===== config.mk =====
export PLATFORM = sky130hd
export DESIGN_NAME = perft_line_formatter
export DESIGN_NICKNAME = d
export VERILOG_FILES = /design/src/rtl/perft_fmt_pkg.sv /design/src/rtl/bin2bcd_seq.sv /design/src/rtl/perft_line_formatter.sv
export SDC_FILE = /design/constraint.sdc
export NUM_CORES = 1
export LEC_CHECK = 0
export BUFFER_PORTS_ARGS = -buffer_cell sky130_fd_sc_hd__buf_2
export CORE_MARGIN = 5
export CORE_UTILIZATION = 30
export CTS_CLUSTER_SIZE = 12
export DETAILED_ROUTE_END_ITERATION = 8
export PLACE_DENSITY_LB_ADDON = 0.08
export RECOVER_POWER = 100
export SLEW_MARGIN = 20
export SYNTH_ARGS = -nofsm -noshare
export SYNTH_HDL_FRONTEND = slang
export SYNTH_HIERARCHICAL = 1
export SYNTH_SLANG_ARGS = --single-unit

===== constraint.sdc =====
create_clock -name clk -period 3.8 [get_ports clk]
set_clock_uncertainty 0.15 [all_clocks]
set_input_delay 0.57 -clock clk [delete_from_list [all_inputs] [get_ports clk]]
set_output_delay 0.57 -clock clk [all_outputs]
set_load 0.005 [all_outputs]

===== src/rtl/perft_fmt_pkg.sv =====
// rtl/perft_fmt_pkg.sv - shared types, constants and helpers for the perft line formatter
package perft_fmt_pkg;

    typedef enum logic [2:0] {
        ST_IDLE,
        ST_CONVERT,
        ST_PREFIX,
        ST_MOVE,
        ST_SEP,
        ST_DIGIT,
        ST_NL
    } fmt_state_t;

    localparam logic [2:0] PROMO_NONE = 3'd0;
    localparam logic [2:0] PROMO_N    = 3'd1;
    localparam logic [2:0] PROMO_B    = 3'd2;
    localparam logic [2:0] PROMO_R    = 3'd3;
    localparam logic [2:0] PROMO_Q    = 3'd4;

    localparam logic [7:0] ASC_COLON = 8'h3A;
    localparam logic [7:0] ASC_SPACE = 8'h20;
    localparam logic [7:0] ASC_NL    = 8'h0A;
    localparam logic [7:0] ASC_ZERO  = 8'h30;
    localparam logic [7:0] ASC_A     = 8'h61;
    localparam logic [7:0] ASC_ONE   = 8'h31;

    // "\nNodes searched" - the ": " separator is shared with move lines
    localparam int PREFIX_LEN = 15;
    localparam logic [7:0] PREFIX_ROM [PREFIX_LEN] = '{
        8'h0A, "N", "o", "d", "e", "s", " ",
        "s", "e", "a", "r", "c", "h", "e", "d"
    };

    // ceil(node_w * log10(2)) in integer arithmetic (log10(2) ~= 0.30103)
    function automatic int calc_digits(input int node_w);
        return (node_w * 30103 + 99999) / 100000;
    endfunction

    // Promotion suffix letter; codes outside 1..4 have no suffix
    function automatic logic [7:0] promo_char(input logic [2:0] p);
        case (p)
            PROMO_N: return "n";
            PROMO_B: return "b";
            PROMO_R: return "r";
            PROMO_Q: return "q";
            default: return 8'h00;
        endcase
    endfunction

endpackage


===== src/rtl/bin2bcd_seq.sv =====
// rtl/bin2bcd_seq.sv - iterative double-dabble binary to BCD converter, one bit per cycle
module bin2bcd_seq #(
    parameter int NODE_W = 40,
    parameter int DIGITS = 13
) (
    input  logic                  clk,
    input  logic                  rst_n,
    input  logic                  start,
    input  logic [NODE_W-1:0]     bin_in,
    output logic                  done,
    output logic [4*DIGITS-1:0]   bcd_out
);

    localparam int CNT_W = $clog2(NODE_W + 1);

    logic [NODE_W-1:0]   bin_sr;
    logic [CNT_W-1:0]    cnt;
    logic [4*DIGITS-1:0] bcd_adj;
    logic                adj_msb_unused;

    // Add 3 to every nibble >= 5 ahead of the shift
    always_comb begin
        bcd_adj = bcd_out;
        for (int i = 0; i < DIGITS; i++) begin
            if (bcd_out[4*i +: 4] >= 4'd5)
                bcd_adj[4*i +: 4] = bcd_out[4*i +: 4] + 4'd3;
        end
    end

    // The top bit can never be set for a correctly sized DIGITS
    assign adj_msb_unused = bcd_adj[4*DIGITS-1];

    // Load consumes the first (always trivial) shift; remaining NODE_W-1 shifts follow
    always_ff @(posedge clk or negedge rst_n) begin
        if (!rst_n) begin
            bin_sr  <= '0;
            bcd_out <= '0;
            cnt     <= '0;
            done    <= 1'b0;
        end else if (start) begin
            bin_sr  <= bin_in << 1;
            bcd_out <= {{(4*DIGITS-1){1'b0}}, bin_in[NODE_W-1]};
            cnt     <= CNT_W'(NODE_W - 1);
            done    <= (NODE_W == 1);
        end else if (cnt != '0) begin
            bin_sr  <= bin_sr << 1;
            bcd_out <= {bcd_adj[4*DIGITS-2:0], bin_sr[NODE_W-1]};
            cnt     <= cnt - CNT_W'(1);
            done    <= (cnt == CNT_W'(1));
        end
    end

endmodule


===== src/rtl/perft_line_formatter.sv =====
// rtl/perft_line_formatter.sv - formats perft move results and totals as ASCII byte lines
module perft_line_formatter
    import perft_fmt_pkg::*;
#(
    parameter int NODE_W = 40,
    parameter int DIGITS = 13
) (
    input  logic              clk,
    input  logic              rst_n,
    input  logic              in_valid,
    output logic              in_ready,
    input  logic [5:0]        in_from,
    input  logic [5:0]        in_to,
    input  logic [2:0]        in_promo,
    input  logic [NODE_W-1:0] in_count,
    input  logic              in_is_total,
    output logic              out_valid,
    input  logic              out_ready,
    output logic [7:0]        out_data,
    output logic              out_last,
    output logic              busy
);

    localparam int IDX_W = $clog2((DIGITS > PREFIX_LEN) ? DIGITS : PREFIX_LEN);
    localparam logic [IDX_W-1:0] LAST_DIGIT  = IDX_W'(DIGITS - 1);
    localparam logic [IDX_W-1:0] LAST_PREFIX = IDX_W'(PREFIX_LEN - 1);

    generate
        if (DIGITS != calc_digits(NODE_W)) begin : g_bad_digits
            $error("DIGITS must equal ceil(NODE_W*log10(2))");
        end
    endgenerate

    fmt_state_t          state, nxt_state;
    logic [IDX_W-1:0]    idx, nxt_idx, dig_start, lz_start;
    logic [5:0]          from_sq, to_sq;
    logic [2:0]          promo;
    logic                is_total;
    logic [4*DIGITS-1:0] bcd;
    logic                conv_done, accept, fire, emit_nxt, has_promo;
    logic [3:0]          cur_digit;
    logic [7:0]          nxt_byte;

    assign in_ready  = (state == ST_IDLE);
    assign busy      = (state != ST_IDLE);
    assign accept    = in_valid && in_ready;
    assign fire      = out_valid && out_ready;
    assign has_promo = (promo >= PROMO_N) && (promo <= PROMO_Q);

    bin2bcd_seq #(.NODE_W(NODE_W), .DIGITS(DIGITS)) u_bin2bcd (
        .clk     (clk),
        .rst_n   (rst_n),
        .start   (accept),
        .bin_in  (in_count),
        .done    (conv_done),
        .bcd_out (bcd)
    );

    // Count of leading zero digits, leaving at least one digit for a zero count
    always_comb begin
        lz_start = LAST_DIGIT;
        for (int i = 0; i < DIGITS; i++) begin
            if (bcd[4*i +: 4] != 4'd0)
                lz_start = IDX_W'(DIGITS - 1 - i);
        end
    end

    // Next state and byte index; emitting states only advance on a handshake
    always_comb begin
        nxt_state = state;
        nxt_idx   = idx;
        case (state)
            ST_IDLE:    if (accept) nxt_state = ST_CONVERT;
            ST_CONVERT: if (conv_done) begin
                nxt_state = is_total ? ST_PREFIX : ST_MOVE;
                nxt_idx   = '0;
            end
            ST_PREFIX:  if (fire) begin
                if (idx == LAST_PREFIX) begin nxt_state = ST_SEP; nxt_idx = '0; end
                else nxt_idx = idx + IDX_W'(1);
            end
            ST_MOVE:    if (fire) begin
                if (idx == (has_promo ? IDX_W'(4) : IDX_W'(3))) begin
                    nxt_state = ST_SEP;
                    nxt_idx   = '0;
                end else nxt_idx = idx + IDX_W'(1);
            end
            ST_SEP:     if (fire) begin
                if (idx == IDX_W'(1)) begin nxt_state = ST_DIGIT; nxt_idx = dig_start; end
                else nxt_idx = idx + IDX_W'(1);
            end
            ST_DIGIT:   if (fire) begin
                if (idx == LAST_DIGIT) nxt_state = ST_NL;
                else nxt_idx = idx + IDX_W'(1);
            end
            ST_NL:      if (fire) nxt_state = ST_IDLE;
            default:    nxt_state = ST_IDLE;
        endcase
    end

    // Byte for the next cycle; digit position counts from the most significant digit
    always_comb begin
        cur_digit = 4'd0;
        for (int i = 0; i < DIGITS; i++) begin
            if (IDX_W'(DIGITS - 1 - i) == nxt_idx)
                cur_digit = bcd[4*i +: 4];
        end
        emit_nxt = 1'b1;
        nxt_byte = 8'h00;
        case (nxt_state)
            ST_PREFIX: nxt_byte = PREFIX_ROM[nxt_idx];
            ST_MOVE: begin
                case (nxt_idx)
                    IDX_W'(0): nxt_byte = ASC_A   + {5'd0, from_sq[2:0]};
                    IDX_W'(1): nxt_byte = ASC_ONE + {5'd0, from_sq[5:3]};
                    IDX_W'(2): nxt_byte = ASC_A   + {5'd0, to_sq[2:0]};
                    IDX_W'(3): nxt_byte = ASC_ONE + {5'd0, to_sq[5:3]};
                    default:   nxt_byte = promo_char(promo);
                endcase
            end
            ST_SEP:   nxt_byte = (nxt_idx == '0) ? ASC_COLON : ASC_SPACE;
            ST_DIGIT: nxt_byte = ASC_ZERO + {4'd0, cur_digit};
            ST_NL:    nxt_byte = ASC_NL;
            default:  emit_nxt = 1'b0;
        endcase
    end

    // FSM state, record capture and registered output byte
    always_ff @(posedge clk or negedge rst_n) begin
        if (!rst_n) begin
            state     <= ST_IDLE;
            idx       <= '0;
            from_sq   <= '0;
            to_sq     <= '0;
            promo     <= PROMO_NONE;
            is_total  <= 1'b0;
            dig_start <= '0;
            out_valid <= 1'b0;
            out_data  <= 8'h00;
            out_last  <= 1'b0;
        end else begin
            state <= nxt_state;
            idx   <= nxt_idx;
            if (accept) begin
                from_sq  <= in_from;
                to_sq    <= in_to;
                promo    <= in_promo;
                is_total <= in_is_total;
            end
            if (state == ST_CONVERT && conv_done)
                dig_start <= lz_start;
            out_valid <= emit_nxt;
            out_data  <= emit_nxt ? nxt_byte : 8'h00;
            out_last  <= (nxt_state == ST_NL);
        end
    end

endmodule


* After elaboration in Yosys (flattened, before gate mapping)
Memory sizes are Yosys's and may differ from the RTL's.
Index checks and enable logic that the tools add are counted.
** Operators by class
- Equality and inequality tests :: 35
- Bitwise operators :: 1
- Magnitude comparators :: 16
- Reductions and logical operators :: 22
- $add $sub $neg :: 20
- Mux-type cells :: 78
** Operators with widths (count)
- $mux W4 :: 44
- $mux W52 :: 2
- $mux W40 :: 2
- $ge A4 B3 Y1 const B :: 13
- $add A4 B2 Y4 const B :: 12
- $reduce_bool A4 Y1 :: 12
- $mux W3 :: 15
- $pmux W8 S5 :: 1
- $pmux W8 S4 :: 1
- $pmux W7 S4 :: 1
- $mux W8 :: 3
- $eq A3 B3 Y1 const B :: 7
- $pmux W3 S7 :: 1
- $eq A4 B4 Y1 const A :: 5
- $pmux W4 S5 :: 1
- $eq A3 B2 Y1 const B :: 6
- $add A7 B3 Y8 const A :: 2
- $eq A3 B4 Y1 const A :: 4
- $add A6 B3 Y7 const A :: 2
- $mux W6 :: 2
- $eq A2 B4 Y1 const A :: 2
- $eq A4 B1 Y1 const B :: 2
- $eq A4 B2 Y1 const B :: 2
- $eq A4 B4 Y1 const B :: 2
- other kinds (21) :: 28
** Word-level totals
- Memory bits (read-only) :: 128
- Input port bits :: 60
- Logic and storage cells :: 187
- Bits in registers :: 136
- Memories kept :: 1
** Memories
- (no name shown) :: depth 16, width 8, rd ports 1, clocked after Yosys merged registers in 0, wr ports 0, line perft_line_formatter.sv:111 : ST_PREFIX: nxt_byte = PREFIX_ROM[nxt_idx];

* Logic depth before layout (Yosys ltp)
Gate-level depths: netlist (run 1).
- Word-level depth :: 24
- Gate-level depth with buffers :: 19
- Depth with buffers taken out :: 16

* Cells and area by module
Netlist (run 1), hierarchy kept.
** Modules (own cells, without submodules)
- bin2bcd_seq :: cells an instance 706, area each 6093.3 µm², seq. area each 2452.4 µm², instances 1
- perft_line_formatter :: cells an instance 413, area each 3362.0 µm², seq. area each 900.9 µm², instances 1

* Worst setup path before layout (run 1)
No wires, ideal clock.
- Kind :: register to register
- Start :: register idx[1]
- End :: register out_data[1]
- Period minus slack after synthesis :: 4.033 ns
- Stages on the path, launching flop included :: 20
- Arrival time :: 3.748 ns
- Library setup time :: 0.135 ns
- Slack :: -0.233 ns
- Buffers on the path :: 5
- Data required time :: 3.515 ns
- Cells stage by stage :: dfrtp_1 > clkbuf_1 > inv_1 > ha_1 > or3b_2 > a2111oi_1 > a41oi_1 > and3_1 > buf_6 > inv_6 > buf_8 > buf_6 > buf_2 > a31oi_1 > o21a_1 > ha_1 > a221oi_1 > nor2_1 > nor4bb_1 > nand3_1
** On the way
- Word-level cells in the longest chain between the ends :: 21
** RTL lines
- start: declaration :: line perft_line_formatter.sv:35 : logic [IDX_W-1:0] idx, nxt_idx, dig_start, lz_start;
- start signal: assignment :: line perft_line_formatter.sv:143 : idx <= nxt_idx;
- $eq A4 B4 Y1 (tied with other cells) :: line perft_line_formatter.sv:93 : if (idx == LAST_DIGIT) nxt_state = ST_NL;
- $mux W4 (on tied branches) (2 in a row)
- $pmux W4 S5 * :: line perft_line_formatter.sv:72 : case (state)
- named net nxt_idx[0] :: line perft_line_formatter.sv:35
- $eq A4 B4 Y1 :: line perft_line_formatter.sv:105 : if (IDX_W'(DIGITS - 1 - i) == nxt_idx)
- $mux W4 (13 in a row) :: line perft_line_formatter.sv:105
- $add A6 B4 Y7 :: line perft_line_formatter.sv:122 : ST_DIGIT: nxt_byte = ASC_ZERO + {4'd0, cur_digit};
- $pmux W8 S5 * :: line perft_line_formatter.sv:110 : case (nxt_state)
- $mux W8 * :: line perft_line_formatter.sv:153 : out_data <= emit_nxt ? nxt_byte : 8'h00;
- end signal: assignment :: line perft_line_formatter.sv:153
- end: declaration :: line perft_line_formatter.sv:19 : output logic [7:0] out_data,
Mark *: on every way through the listed nets, which the timed path passes. The rest lies on a longest branch. The select of a mux whose other input is x is not followed.
A chain may end at the register's enable or synchronous reset.

* Worst setup path after layout (run 1)
- Start :: register promo[2]
- End :: register out_data[1]
** On the way
- Word-level cells in the longest chain between the ends :: 24
** RTL lines
- start: declaration :: line perft_line_formatter.sv:37 : logic [2:0] promo;
- start signal: assignment :: line perft_line_formatter.sv:147 : promo <= in_promo;
- $ge A3 B1 Y1 / $le A3 B3 Y1 (equally long branches) :: line perft_line_formatter.sv:48 : assign has_promo = (promo >= PROMO_N) && (promo <= PROMO_Q);
- $logic_and A1 B1 Y1 :: line perft_line_formatter.sv:48
- $mux W3 :: line perft_line_formatter.sv:83 : if (idx == (has_promo ? IDX_W'(4) : IDX_W'(3))) begin
- $eq A4 B3 Y1 :: line perft_line_formatter.sv:83
- $mux W4 :: line perft_line_formatter.sv:83
- $mux W4 :: line perft_line_formatter.sv:82 : ST_MOVE: if (fire) begin
- $pmux W4 S5 :: line perft_line_formatter.sv:72
- $eq A4 B4 Y1 :: line perft_line_formatter.sv:105
- $mux W4 (13 in a row) :: line perft_line_formatter.sv:105
- $add A6 B4 Y7 :: line perft_line_formatter.sv:122
- $pmux W8 S5 :: line perft_line_formatter.sv:110
- $mux W8 * :: line perft_line_formatter.sv:153
Mark *: on every way between the ends. The rest lies on a longest branch, timed or not. The select of a mux whose other input is x is not followed.

==> results of run 1 <==
layout by cell type, fill, tap and decap left out, drive strengths merged, types with 5 or more instances in the layout:
cell,instances
a211o,39
a211oi,28
a21oi,80
a221oi,5
a311oi,13
a31oi,8
buf,114
clkbuf,34
clkinv,5
dfrtp,134
ha,34
inv,42
mux2,18
mux2i,21
nand2,152
nand2b,52
nand3,27
nand4,18
nor2,42
nor2b,21
nor3,62
nor3b,5
nor4,7
o211ai,8
o21ai,72
o31ai,6
o32ai,28
o41ai,11
or3,16
or4,10
xnor2,5
metal layers:
| metal | global-route usage, % | wire [µm] | vias to the layer above |
|---|---|---|---|
| met4 | 4.52 | 432 | 0 |
| met5 | 0 | 0 | - |
| met2 | 29.2 | 15100 | 157 |
| met3 | 2.55 | 869 | 29 |
| met1 | 24.1 | 15000 | 4400 |
| li1 | - | - | 4262 |
worst register-to-register path, cell delays in order, from the launching register on:
cell and delay (ns):
dfrtp_1 0.37, or3_4 0.42, a2111oi_4 0.38, nor3_2 0.11, nor4_4 0.35, buf_12 0.17
mux2i_4 0.25, a31oi_2 0.12, o21a_1 0.13, ha_1 0.31, a221oi_2 0.27, nor2_1 0.07
nor4bb_1 0.29, nand3_1 0.12
where the power goes:
group	total (mW)	internal [mW]	leakage, nW	switching (mW)
Sequential	2.92	2.05	1.68	0.869
Clock	1.74	1.06	0.288	0.679
Combinational	4.81	2.06	2.69	2.74
final timing paths:
kind	end	slack [ns]	from
worst max-delay path	out_data[1]	0.17	promo[2]
worst min-delay path	u_bin2bcd/bin_sr[39]	0.20	in_count[38]
worst max register to register	out_data[1]	0.17	promo[2]
worst min register to register	dig_start[3]	0.34	dig_start[3]
max in group asynchronous	u_bin2bcd/bin_sr[38]	0.96	rst_n
min in group asynchronous	u_bin2bcd/bcd_out[44]	0.56	rst_n
layout make-up:
cell class | count | area, µm²
Inverter | 42 | 165
Timing Repair Buffer | 128 | 800
Clock inverter | 12 | 153
Fill cell | 3277 | 20300
Clock buffer | 20 | 457
Sequential cell | 134 | 3350
Multi-Input combinational cell | 852 | 5570
Tap cell | 402 | 503
state kept, by name, indices dropped and copies added, names as in the netlist, 3 cells and up:
| register | count |
|---|---|
| idx | 4 |
| promo | 3 |
| state | 3 |
| from_sq | 6 |
| u_bin2bcd/bcd_out | 52 |
| out_data | 7 |
| to_sq | 6 |
| dig_start | 4 |
| u_bin2bcd/cnt | 6 |
| u_bin2bcd/bin_sr | 39 |
through the flow:
| stage | hold WS, ns | utilization, % |
|---|---|---|
| CTS | 0.0621 | 34.9 |
| finish | 0.200 | 35.1 |
| global placement | 0.325 | 33.0 |
| detailed placement | 0.333 | 33.0 |
| global route | 0.184 | 35.1 |
| floorplan | 0.124 | - |
logic make-up (layout without fill, tap and decap cells):
logic type,after synthesis,count (layout)
other cells,1,1
flops,134,134
fa+ha+maj,34,34
buf+inv,133,202
mux,39,39
simple gates,433,433
compound gates,340,340
xor+xnor,5,5
timing repair:
item | CTS | global route
pin swaps | 0 | 7
cloned | 0 | 0
hold endpoints to repair | 0 | 0
setup buffers | 0 | 4
endpoints found under the setup margin | 1 | 3
gates resized for setup | 2 | 19
==> metrics.md, run 1 <==
| Metric | Value |
|---|---|
| Lkg Pwr | `4.66 nW` |
| Pins over their slew limit | `75` |
| Final hold violation count | `0` |
| Max-Cap Viols | `1` |
| Vias in the first global route | `8,717` |
| GP Congestion | `0.872` |
| Hold Buf Count CTS | `0` |
| CP required | `3.95 ns` |
| Slowest stage delay, CP | `0.42 ns` |
| CTS Root Cell | `clkbuf_16` |
| Antenna cells | `0` |
| Initial antenna violation count | `0` |
| Synth Area in Adders | `4.50%` |
| Fmax | `275 MHz` |
| Io pins | `72` |
| Final worst slack | `0.169 ns` |
| Hold depth | `3` |
| Synth Area in Simple Gates | `23.5%` |
| Reg2Reg Depth | `13` |
| Tot GR Track Use | `17.6%` |
| Synth top area cells | `dfrtp_1 (35%), nand2_1 (6.0%), ha_1 (4.5%)` |
| Minimum clock period | `3.63 ns` |
| Cells after Synth | `1,119` |
| HP Class | `in2reg` |
| Share of cells above drive strength 1 | `16.8%` |
| TritonCTS clock tree | `done` |
| Pre-Repair DR Iteration Count | `5` |
| Post-route cell area | `11,000 µm²` |
| Post-synth top area share | `35.5%` |
| Worst-path fanout max | `5` |
| Slew HR | `-36.5%` |
| Fraction of registers with async set/reset | `100%` |
| Count leader, synth | `nand2_1` |
| CTS sink cnt | `134` |
| Area after DPL | `10,300 µm²` |
| Placed insts | `1,554` |
| Final setup fails | `0` |
| Critical-path top delay cell | `or3_4` |
| Fin nets | `1,269` |
| Status | `complete, but fails checks` |
| Crit path max-delay family | `simple AND/OR/NAND/NOR gates` |
| Die Ht | `188 µm` |
| Top FF cell, synth | `dfrtp_1` |
| Overall Power | `9.47 mW` |
| Peak supply drop | `0.338 mV` |
| Number of port buffers | `70` |
| ANT nets after route | `0` |
| Multiplexer area fraction after synthesis | `4.37%` |
| Critical path type | `reg2reg` |
| Gr ovfl total | `0` |
| Seq cells post-synth | `134` |
| DIE WIDTH | `188 µm` |
| Drt first-iter violations | `627` |
| Post-Syn Nets | `1,213` |
| Critical Path Source Type | `flip-flop` |
| Core Area | `31,300 µm²` |
| Via density | `5.56` |
| Register area share after synthesis | `35.5%` |
| Residual DRC | `0` |
| Critical path cell sequence | `or3_4 > a2111oi_4 > nor3_2 > nor4_4 > buf_12 > mux2i_4 > a31oi_2 > o21a_1 > ha_1 > a221oi_2 > nor2_1 > nor4bb_1 > nand3_1` |
| Vias | `8,848` |
| Setup slack after placement | `-0.00695 ns` |
| Crit path DAT | `3.78 ns` |
| Worst-Margin Slew | `2.05 ns` |
| Total CTS buffers | `17` |
| Cell area after technology mapping | `9460 µm²` |
| EDFF count, synth | `0` |
| Largest net degree at the start of global routing | `79` |
| Synth Area in Compound Gates | `25.0%` |
| Setup TNS | `0 ns` |
| Detailed Place HPWL | `21,100 µm` |
| Global-route wire length before repair | `50,100 µm` |
| Levels on crit path | `13` |
| Die area | `35,200 µm²` |
| Largest family of logic cells by synthesized area | `compound AO/OA/AOI/OAI gates` |
| Routed wire per std cell | `19.8 µm` |
| Cell variety after synth | `78` |
| CTS clk-pin slew, worst paths | `0.06 ns` |
| Setup crit end kind | `flip-flop` |
| Final wirelength | `31,400 µm` |
| Pwr dens | `861 nW/µm²` |
| P&R area growth vs syn | `16.3%` |
| Clk Latency, worst-skew pair | `0.43 ns` |
| Failing checks | `max-capacitance violations, max-slew violations` |
| Starting Density | `30.2%` |
| H-tree depth | `4` |
| Number of core rows | `65` |
| List of most frequent post-synthesis cells | `nand2_1 (152), dfrtp_1 (134), a21oi_1 (80), o21ai_0 (70), nor3_1 (61)` |
| Final cell count without fillers | `1,590` |
| WP buf/inv | `1` |
| Worst-case clock buffer depth | `2` |
| Synth Area in XOR/XNOR | `0.463%` |
| Fin crit share | `95.5%` |
| Yosys Warn Count | `6` |
| Leading area contributor after synthesis | `dfrtp_1` |
| Synthesized area per cell | `8.45 µm²` |
Note: power is estimated with default switching activity, not from simulation.
==> inputs of run 2 (changes only) <==
MAX_ROUTING_LAYER = met4   (was default)
==> metrics.md, run 2 (synthesized netlist as in run 1, its figures left out) <==
| Metric | Value |
|---|---|
| Placed insts | `1,555` |
| Seq pwr share | `31.0%` |
| Vias | `8,834` |
| Unrepaired setup endpoints after global routing | `no` |
| Setup crit end kind | `flip-flop` |
| Slew HR | `-39.5%` |
| Register area | `3350 µm²` |
| Share of cells above drive strength 1 | `16.3%` |
| Power share of the clock group | `18.5%` |
| Starting Density | `30.2%` |
| Die area | `35,200 µm²` |
| CP required | `3.95 ns` |
| P_sw | `4.25 mW` |
| TritonCTS clock tree | `done` |
| Worst-path fanout max | `10` |
| Status | `complete, but fails checks` |
| Peak supply drop | `0.325 mV` |
| Final core utilization | `34.9%` |
| Clk Latency, worst-skew pair | `0.43 ns` |
| Filler cells | `3,257` |
| Largest net degree at the start of global routing | `86` |
| Pre-Repair DR Iteration Count | `5` |
| Antenna cells | `0` |
| Most common cell after layout, fill and taps aside | `nand2_1` |
| Via density | `5.56` |
| Most flop-heavy register | `u_bin2bcd/bcd_out` |
| Core Area | `31,300 µm²` |
| Fin nets | `1,267` |
| Max-Cap Viols | `1` |
| Multi-input logic area | `5530 µm²` |
| HP Class | `in2reg` |
| Minimum clock period | `3.62 ns` |
| Final hold violation count | `0` |
| H-tree depth | `4` |
| P&R area growth vs syn | `15.4%` |
| DIE WIDTH | `188 µm` |
| Worst-Margin Slew | `2.09 ns` |
| ANT nets after route | `0` |
| Vias in the first global route | `8,659` |
| Lkg Pwr | `4.66 nW` |
| Setup TNS | `0 ns` |
| Critical path type | `reg2reg` |
| Crit path DAT | `3.77 ns` |
| Drt first-iter violations | `536` |
| Overall Power | `9.38 mW` |
| Number of core rows | `65` |
| Final setup fails | `0` |
| Die Ht | `188 µm` |
| Final wirelength | `31,600 µm` |
| CTS sink cnt | `134` |
| Int Power | `5.13 mW` |
| Fin crit share | `95.2%` |
| R2R Setup Slk | `0.18 ns` |
| Initial antenna violation count | `0` |
| Io pins | `72` |
| Fmax | `276 MHz` |
| Gr ovfl total | `0` |
| Worst-case clock buffer depth | `2` |
| Residual DRC | `0` |
| Routed wire per std cell | `19.9 µm` |
| Hold Buf Count CTS | `0` |
| Final cell count without fillers | `1,588` |
| Number of port buffers | `70` |
| Failing checks | `max-capacitance violations, max-slew violations` |
| Commonest non-fill, non-tap cells in the layout | `nand2_1 (152), dfrtp_1 (134), a21oi_1 (79), o21ai_0 (68), buf_2 (67)` |
| GP Congestion | `0.849` |
| Pins over their slew limit | `74` |
| CTS clk-pin slew, worst paths | `0.06 ns` |
| Gate power share | `50.5%` |
| Detailed Place HPWL | `21,300 µm` |
| Pwr dens | `859 nW/µm²` |
| Biggest registers after layout | `u_bin2bcd/bcd_out: 52 flops, u_bin2bcd/bin_sr: 39 flops, out_data: 7 flops` |
| Tot GR Track Use | `18.1%` |
| Max FFs per register | `52` |
| Total CTS buffers | `17` |
| Global-route wire length before repair | `50,200 µm` |
| Critical Path Source Type | `flip-flop` |
| CTS Root Cell | `clkbuf_16` |
| Sw Ratio | `45.3%` |
-- run 2: changes by cell type in the layout (fill, tap and decap cells not counted), moves of 2 or more --
cell,before,now
buf_4,45,52
clkbuf_1,12,8
buf_12,4,1
buf_2,65,67
clkinv_4,2,0
clkinvlp_4,4,2
ha_1,31,33
ha_2,3,1
-- run 2: repair_timing --
action | 4_1_cts | 5_1_grt
buffers inserted | 0 | 1
endpoints found under the setup margin | 0 | 4
gates resized for setup | 0 | 9
-- run 2: worst paths after layout --
| kind | startpoint | endpoint | cells after the start |
|---|---|---|---|
| hold reg to reg | dig_start[3] | dig_start[3] | 2 |
| setup reg to reg | idx[1] | out_data[1] | 15 |
| max in group asynchronous | rst_n | out_data[3] | 2 |
| setup / recovery | idx[1] | out_data[1] | 15 |
| min in group asynchronous | rst_n | u_bin2bcd/bcd_out[7] | 1 |
| hold / removal | in_count[16] | u_bin2bcd/bin_sr[17] | 2 |
-- run 2: metal layers --
| layer | track usage (%) | vias up | routed length [µm] |
|---|---|---|---|
| met5 | - | - | 0 |
| met4 | 3.75 | 0 | 341 |
| met3 | 2.68 | 22 | 997 |
| met2 | 28.8 | 174 | 15000 |
| met1 | 24.8 | 4389 | 15200 |
| li1 | - | 4249 | - |
-- run 2: final cells by class --
class                   instances  area share [%]
multi-input cells             852            50.7
repair buffers                126            7.06
flip-flops and latches        134            30.7
well taps                     402            4.61
clock inverters                 9            1.15
clock buffers                  23            4.29
inverters                      42            1.49
-- run 2: per-stage QoR --
| stage | hold slack (ns) | setup WS, ns | cell area [µm²] |
|---|---|---|---|
| CTS | 0.0611 | 0.0135 | 10900 |
| finish | 0.197 | 0.182 | 10900 |
| floorplan | 0.124 | 0.00948 | 9470 |
| global placement | 0.345 | 0.0416 | 10300 |
| detailed placement | 0.334 | -0.0149 | 10300 |
| global route | 0.177 | 0.00228 | 10900 |
-- run 2: power by group through the flow --
stage	clock [mW]	combinational (mW)	sequential, mW
after detailed placement	0	4.67	2.94
after CTS	1.77	4.70	2.91
final	1.73	4.73	2.91
after global routing	1.84	5.30	3.01
after floorplan	0	3.67	2.51
after global placement	0	4.69	2.95
-- run 2: critical path, cell delays in order, from the launching register on --
cell and delay (ns):
dfrtp_1 0.38, buf_4 0.18, ha_1 0.25, o2111a_1 0.25, a32oi_1 0.15, o21ai_1 0.13, nor4_4 0.29, buf_4 0.20
mux2i_1 0.25, a31oi_1 0.13, o21a_1 0.14, ha_1 0.29, a221oi_1 0.27, nor2_1 0.08, nor4bb_1 0.26, nand3_1 0.10
